==> src/rtl/motor_dps_spi_tx.sv <==
// Write-only SPI master for the GoPiGo3 motor board.
// Each left/right dps command update is sent as two 5-byte SET_MOTOR_DPS
// frames, left frame first. An unchanged pair is re-sent after a refresh
// interval so the board never times out.
module motor_dps_spi_tx #(
  parameter int          nb_dps_motor     = 16,
  parameter logic [7:0]  c_spi_addr       = 8'h08,
  parameter logic [7:0]  c_msg_dps        = 8'h0C,
  parameter int          c_sclk_div       = 25,
  parameter int          c_cs_gap         = 50,
  parameter int          c_refresh_cycles = 2500000,
  parameter int          nb_refresh       = 22
) (
  input  logic                    clk,
  input  logic                    rst,
  input  logic                    enable,
  input  logic [nb_dps_motor-1:0] motor_dps_left_i,
  input  logic [nb_dps_motor-1:0] motor_dps_rght_i,
  output logic                    spi_cs_n,
  output logic                    spi_sclk,
  output logic                    spi_mosi,
  output logic                    busy,
  output logic                    pair_done
);

  localparam int CNT_MAX = (c_sclk_div > c_cs_gap) ? c_sclk_div : c_cs_gap;
  localparam int CW      = $clog2(CNT_MAX + 1);
  localparam logic [CW-1:0] DIV_LAST = CW'(c_sclk_div - 1);
  localparam logic [CW-1:0] GAP_LAST = CW'(c_cs_gap - 1);
  localparam logic [nb_refresh-1:0] REF_LAST = nb_refresh'(c_refresh_cycles - 1);
  localparam logic [6:0] HALF_LAST = 7'd79;  // 80 sclk half-periods per frame

  typedef enum logic [2:0] {S_IDLE, S_CS_SETUP, S_SHIFT, S_CS_HOLD, S_GAP} state_t;

  state_t                  state_q, state_d;
  logic [CW-1:0]           cnt_q, cnt_d;
  logic [6:0]              half_q, half_d;
  logic [39:0]             sr_q, sr_d;      // sr_q[39] is the bit on the wire
  logic                    sclk_q, sclk_d;
  logic                    cs_n_q, cs_n_d;
  logic                    busy_q, busy_d;
  logic                    done_q, done_d;
  logic                    sel_q, sel_d;    // 0: left frame, 1: right frame
  logic [nb_dps_motor-1:0] snap_l_q, snap_l_d, snap_r_q, snap_r_d;
  logic [nb_dps_motor-1:0] last_l_q, last_l_d, last_r_q, last_r_d;
  logic [nb_refresh-1:0]   ref_q, ref_d;
  logic                    force_q, force_d;
  logic [nb_dps_motor-1:0] eff_l, eff_r;
  logic                    pending;

  function automatic logic [39:0] mk_frame(input logic right, input logic [nb_dps_motor-1:0] dps);
    return {c_spi_addr, c_msg_dps, (right ? 8'h02 : 8'h01), 16'(dps)};
  endfunction

  // Effective command and send request, evaluated every cycle.
  always_comb begin
    eff_l   = enable ? motor_dps_left_i : '0;
    eff_r   = enable ? motor_dps_rght_i : '0;
    pending = force_q | (eff_l != last_l_q) | (eff_r != last_r_q) | (ref_q == REF_LAST);
  end

  // State and datapath registers.
  always_ff @(posedge clk) begin
    if (rst) begin
      state_q  <= S_IDLE;
      cnt_q    <= '0;
      half_q   <= '0;
      sr_q     <= '0;
      sclk_q   <= 1'b0;
      cs_n_q   <= 1'b1;
      busy_q   <= 1'b0;
      done_q   <= 1'b0;
      sel_q    <= 1'b0;
      snap_l_q <= '0;
      snap_r_q <= '0;
      last_l_q <= '0;
      last_r_q <= '0;
      ref_q    <= '0;
      force_q  <= 1'b1;
    end else begin
      state_q  <= state_d;
      cnt_q    <= cnt_d;
      half_q   <= half_d;
      sr_q     <= sr_d;
      sclk_q   <= sclk_d;
      cs_n_q   <= cs_n_d;
      busy_q   <= busy_d;
      done_q   <= done_d;
      sel_q    <= sel_d;
      snap_l_q <= snap_l_d;
      snap_r_q <= snap_r_d;
      last_l_q <= last_l_d;
      last_r_q <= last_r_d;
      ref_q    <= ref_d;
      force_q  <= force_d;
    end
  end

  // Frame sequencing: next state and register updates.
  always_comb begin
    state_d  = state_q;
    cnt_d    = cnt_q;
    half_d   = half_q;
    sr_d     = sr_q;
    sclk_d   = sclk_q;
    cs_n_d   = cs_n_q;
    busy_d   = busy_q;
    done_d   = 1'b0;
    sel_d    = sel_q;
    snap_l_d = snap_l_q;
    snap_r_d = snap_r_q;
    last_l_d = last_l_q;
    last_r_d = last_r_q;
    ref_d    = ref_q;
    force_d  = force_q;
    case (state_q)
      S_IDLE: begin
        if (ref_q != REF_LAST) ref_d = ref_q + 1'b1;
        if (pending) begin
          // Both commands are captured together so the pair is coherent.
          snap_l_d = eff_l;
          snap_r_d = eff_r;
          sel_d    = 1'b0;
          busy_d   = 1'b1;
          cs_n_d   = 1'b0;
          sr_d     = mk_frame(1'b0, eff_l);
          force_d  = 1'b0;
          ref_d    = '0;
          cnt_d    = '0;
          state_d  = S_CS_SETUP;
        end
      end
      S_CS_SETUP: begin
        cnt_d = cnt_q + 1'b1;
        if (cnt_q == DIV_LAST) begin
          cnt_d   = '0;
          half_d  = '0;
          state_d = S_SHIFT;
        end
      end
      S_SHIFT: begin
        cnt_d = cnt_q + 1'b1;
        if (cnt_q == DIV_LAST) begin
          cnt_d  = '0;
          sclk_d = ~sclk_q;
          half_d = half_q + 1'b1;
          // Data advances only on falling edges; nothing after the 40th bit.
          if (sclk_q) begin
            if (half_q == HALF_LAST) state_d = S_CS_HOLD;
            else                     sr_d    = {sr_q[38:0], 1'b0};
          end
        end
      end
      S_CS_HOLD: begin
        cnt_d = cnt_q + 1'b1;
        if (cnt_q == DIV_LAST) begin
          cnt_d   = '0;
          cs_n_d  = 1'b1;
          sr_d    = '0;
          state_d = S_GAP;
        end
      end
      S_GAP: begin
        cnt_d = cnt_q + 1'b1;
        if (cnt_q == GAP_LAST) begin
          cnt_d = '0;
          if (!sel_q) begin
            sel_d   = 1'b1;
            cs_n_d  = 1'b0;
            sr_d    = mk_frame(1'b1, snap_r_q);
            state_d = S_CS_SETUP;
          end else begin
            last_l_d = snap_l_q;
            last_r_d = snap_r_q;
            done_d   = 1'b1;
            busy_d   = 1'b0;
            state_d  = S_IDLE;
          end
        end
      end
      default: state_d = S_IDLE;
    endcase
  end

  assign spi_cs_n  = cs_n_q;
  assign spi_sclk  = sclk_q;
  assign spi_mosi  = sr_q[39];
  assign busy      = busy_q;
  assign pair_done = done_q;

endmodule

==> config.mk <==
export PLATFORM = sky130hd
export DESIGN_NAME = motor_dps_spi_tx
export DESIGN_NICKNAME = d
export VERILOG_FILES = /design/src/rtl/motor_dps_spi_tx.sv
export SDC_FILE = /design/constraint.sdc
export NUM_CORES = 1
export LEC_CHECK = 0
export CAP_MARGIN = 25
export CORE_ASPECT_RATIO = 0.7
export CORE_MARGIN = 1.5
export CORE_UTILIZATION = 45
export CTS_CLUSTER_DIAMETER = 50
export DETAILED_ROUTE_END_ITERATION = 7
export SETUP_SLACK_MARGIN = 0.1
export SLEW_MARGIN = 20
export SYNTH_ARGS = -nofsm -noshare
export SYNTH_HDL_FRONTEND = slang
export SYNTH_SLANG_ARGS = --single-unit
==> constraint.sdc <==
create_clock -name clk -period 4.8 [get_ports clk]
set_input_delay 0.48 -clock clk [delete_from_list [all_inputs] [get_ports clk]]
set_output_delay 0.48 -clock clk [all_outputs]
set_load 0.02 [all_outputs]
==> impl_results.md <==
* Final HPWL DP at between 10000 and 15000 µm
* Hold-fix buffers, CTS at 0
* Final Setup Violations at 0
* R2R Path End: sr_q[22]$_SDFFE_PP0P_
* Hold Path Class: register to register
* Row count at 37
* Main synth FF type: dfxtp_1
* Worst setup margin at roughly 1300 ps
* CTS-repair resized insts at 0
* Die Wd at around 150 µm
* Worst R2R Start: last_l_q[9]$_SDFFE_PP0P_
* Total core area at between 10000 and 15000 µm²
* Post-Place Setup Slack at around 910 ps
* GP Congestion at 0.810
* DR pass1 iterations at 5
* Async SR Flop Fraction at 0%
* Post-CTS Setup Inserts at 0
* Critical Path AT at 3840 ps
* Top cell type's share of synthesized area at between 40% and 50%
* Clk slew on worst S/H paths at around 60 ps
* Ant diodes at 0
* Most frequent cells in the layout: 148 x dfxtp_1, 105 x nand2_1, 99 x nor2_1
* Fin area at roughly 7900 µm²
* I/O Buffers at 39
* H-tree levels at 4
* Setup TNS at 0 ps
* Final Cycle Share at between 70% and 80%
* Initial antenna violation count at 0
* Worst Skew at 14.8 ps
* Vias at 5875
* Leading post-synthesis cells by cell area: dfxtp_1 43%, a21oi_1 6.1%, nand2_1 5.8%
* Post-synth EDFFs at 0
* Clk_lat worst skew at about 420 ps
* Hold depth at 2
* Share of cells above drive strength 1 at slightly below 7%
* Placement Cell Area at about 7300 µm²
* RSZ-0062 raised after global routing: no
* Crit Path Category: input port to register
* First-pass GRT wire length at roughly 28000 µm
* Routed len/inst at around 16 µm
* Final Power at a little under 3 mW
* Max_cap viols at 0
* Max-slew violations at 0
* PD cells at between 300 and 400 nW/µm²
* Mapped Area at between 6000 and 7000 µm²
* Syn nets at 865
* I/O pins at 40
* Initial DRC count at 456
* Clock root cell: clkbuf_16
* Max Clk Rate at ~290 MHz
* Routed Antenna Nets at 0
* Reg2reg setup slack at between 1500 and 2000 ps
* Synth area leader: dfxtp_1
* YS warnings at 0
* Hold Crit Endpoint: last_l_q[14]$_SDFFE_PP0P_
* Clock sink total at approximately 150
* Status: completed
* Area Overhead vs Synth at 15.2%
* Final Critical Period at 3470 ps
* CTS Buffer Depth at 2
* Vias in the first global route at about 5400
* Setup crit end kind: register
* Flops & latches, synth at about 150
* Max FO, Critical Path at between 40 and 50
* Most common cell after layout, fill and taps aside: dfxtp_1
* Static leakage at between 2 and 3 nW
* Yosys cell types at between 50 and 60
* Worst r2r path cells at 7
* Initial core utilization at a little under half
* Die Height at between 100 and 150 µm
* Gr ovfl total at 0
* Worst vdd ir at ~0.18 mV
* CTS tree: done
* Num CTS Buffers at 17
* Slew @ Worst Pin at about 1000 ps
* DR DRC count at 0
* Total GRT Usage at between 20% and 30%
* Final Hold Fails at 0
* Die area at roughly 16000 µm²
* Final WL at ~17000 µm
* Final #Nets at 876
* Required time of the critical path at roughly 5200 ps
* Rel. slew slack at around 31%
* Largest net degree at the start of global routing at between 80 and 90
* Min-delay src: snap_l_q[14]$_SDFFE_PP0P_
* Sequential area share after synthesis at a little over two fifths
* Drt via density at approximately 5.6
* Post-Synthesis Mean Instance Area at ~8.3 µm²
* Post-Syn Instances at 825
* CP Launch Type: input port
## worst max-delay path by stage
stage / from / slack [ps] / endpoint
6_report: enable / 1330 / sr_q[22]$_SDFFE_PP0P_
5_1_grt: enable / 1090 / sr_q[30]$_SDFFE_PP0P_
4_1_cts: enable / 1350 / cnt_q[3]$_SDFFE_PP0P_
3_5_place_dp: enable / 910 / sr_q[23]$_SDFFE_PP0P_
3_3_place_gp: enable / 990 / sr_q[18]$_SDFFE_PP0P_
2_1_floorplan: motor_dps_rght_i[0] / 2360 / sr_q[18]$_SDFFE_PP0P_
## where the power goes
| part | switching, mW | internal, mW | leakage [nW] |
|---|---|---|---|
| clock network | 0.552 | 0.778 | 0.283 |
| registers | 0.0333 | 1.27 | 1.20 |
| logic | 0.161 | 0.109 | 1.34 |
| total | 0.747 | 2.15 | 2.83 |
## critical path, stage by stage
cell      delay [ps]
buf_2            600
buf_4            390
nand4b_1         130
o22ai_1          190
o22ai_1          140
nor4_1           790
a41oi_2          240
nor2_2           600
a22o_1           250
## cell families after synthesis
logic type      synth area share (%)
flops                           43.3
simple gates                    24.9
mux                             2.54
buf+inv                         4.51
compound gates                  19.8
fa+ha+maj                      0.914
xor+xnor                        4.09
## final cells by class
class / instances / area, µm²
clock inverters: 11 / 114
flip-flops and latches: 148 / 2960
well taps: 195 / 244
repair buffers: 48 / 448
clock buffers: 21 / 480
multi-input cells: 606 / 3580
inverters: 15 / 56.3
fillers: 1381 / 6880
## stage by stage
step | hold WS [ps] | utilization [%] | std cells
after detailed placement | 446 | 49.4 | 1012
after global routing | 480 | 53.4 | 1044
final | 453 | 53.4 | 1044
after CTS | 453 | 53.4 | 1044
after floorplan | 432 | - | 825
after global placement | 437 | 49.4 | 1011
## synth_stat cells, types with 5 or more instances
master and instances:
mux2i_1 14, nand3_1 42, ha_1 5, xnor2_1 12, nor2_1 99, a222oi_1 8, o22ai_1 11, a22o_1 19
o21ai_0 11, nor3_1 13, nand4b_1 5, nand2b_1 32, dfxtp_1 148, xor2_1 20, nand2_1 105, and3_1 12
and2_1 7, nor4bb_1 5, buf_4 5, nand4_1 6, a22oi_1 10, inv_1 15, a211oi_1 21, a21oi_1 84
buf_2 7, o21a_1 8, clkbuf_1 39, nor4b_1 5
## state kept, by name, summed over array words and instances, names as in the netlist, 3 cells and up
name      count
sr_q         40
ref_q        22
last_l_q     16
last_r_q     16
snap_l_q     16
snap_r_q     16
half_q        7
cnt_q         6
state_q       3
## routing by layer
layer	GRT usage (%)	wire length, µm
met4	5.67	92
met1	33.7	8730
met5	0	0
met3	4.03	774
met2	30.8	7010
Power figures use the tool's default switching activity.
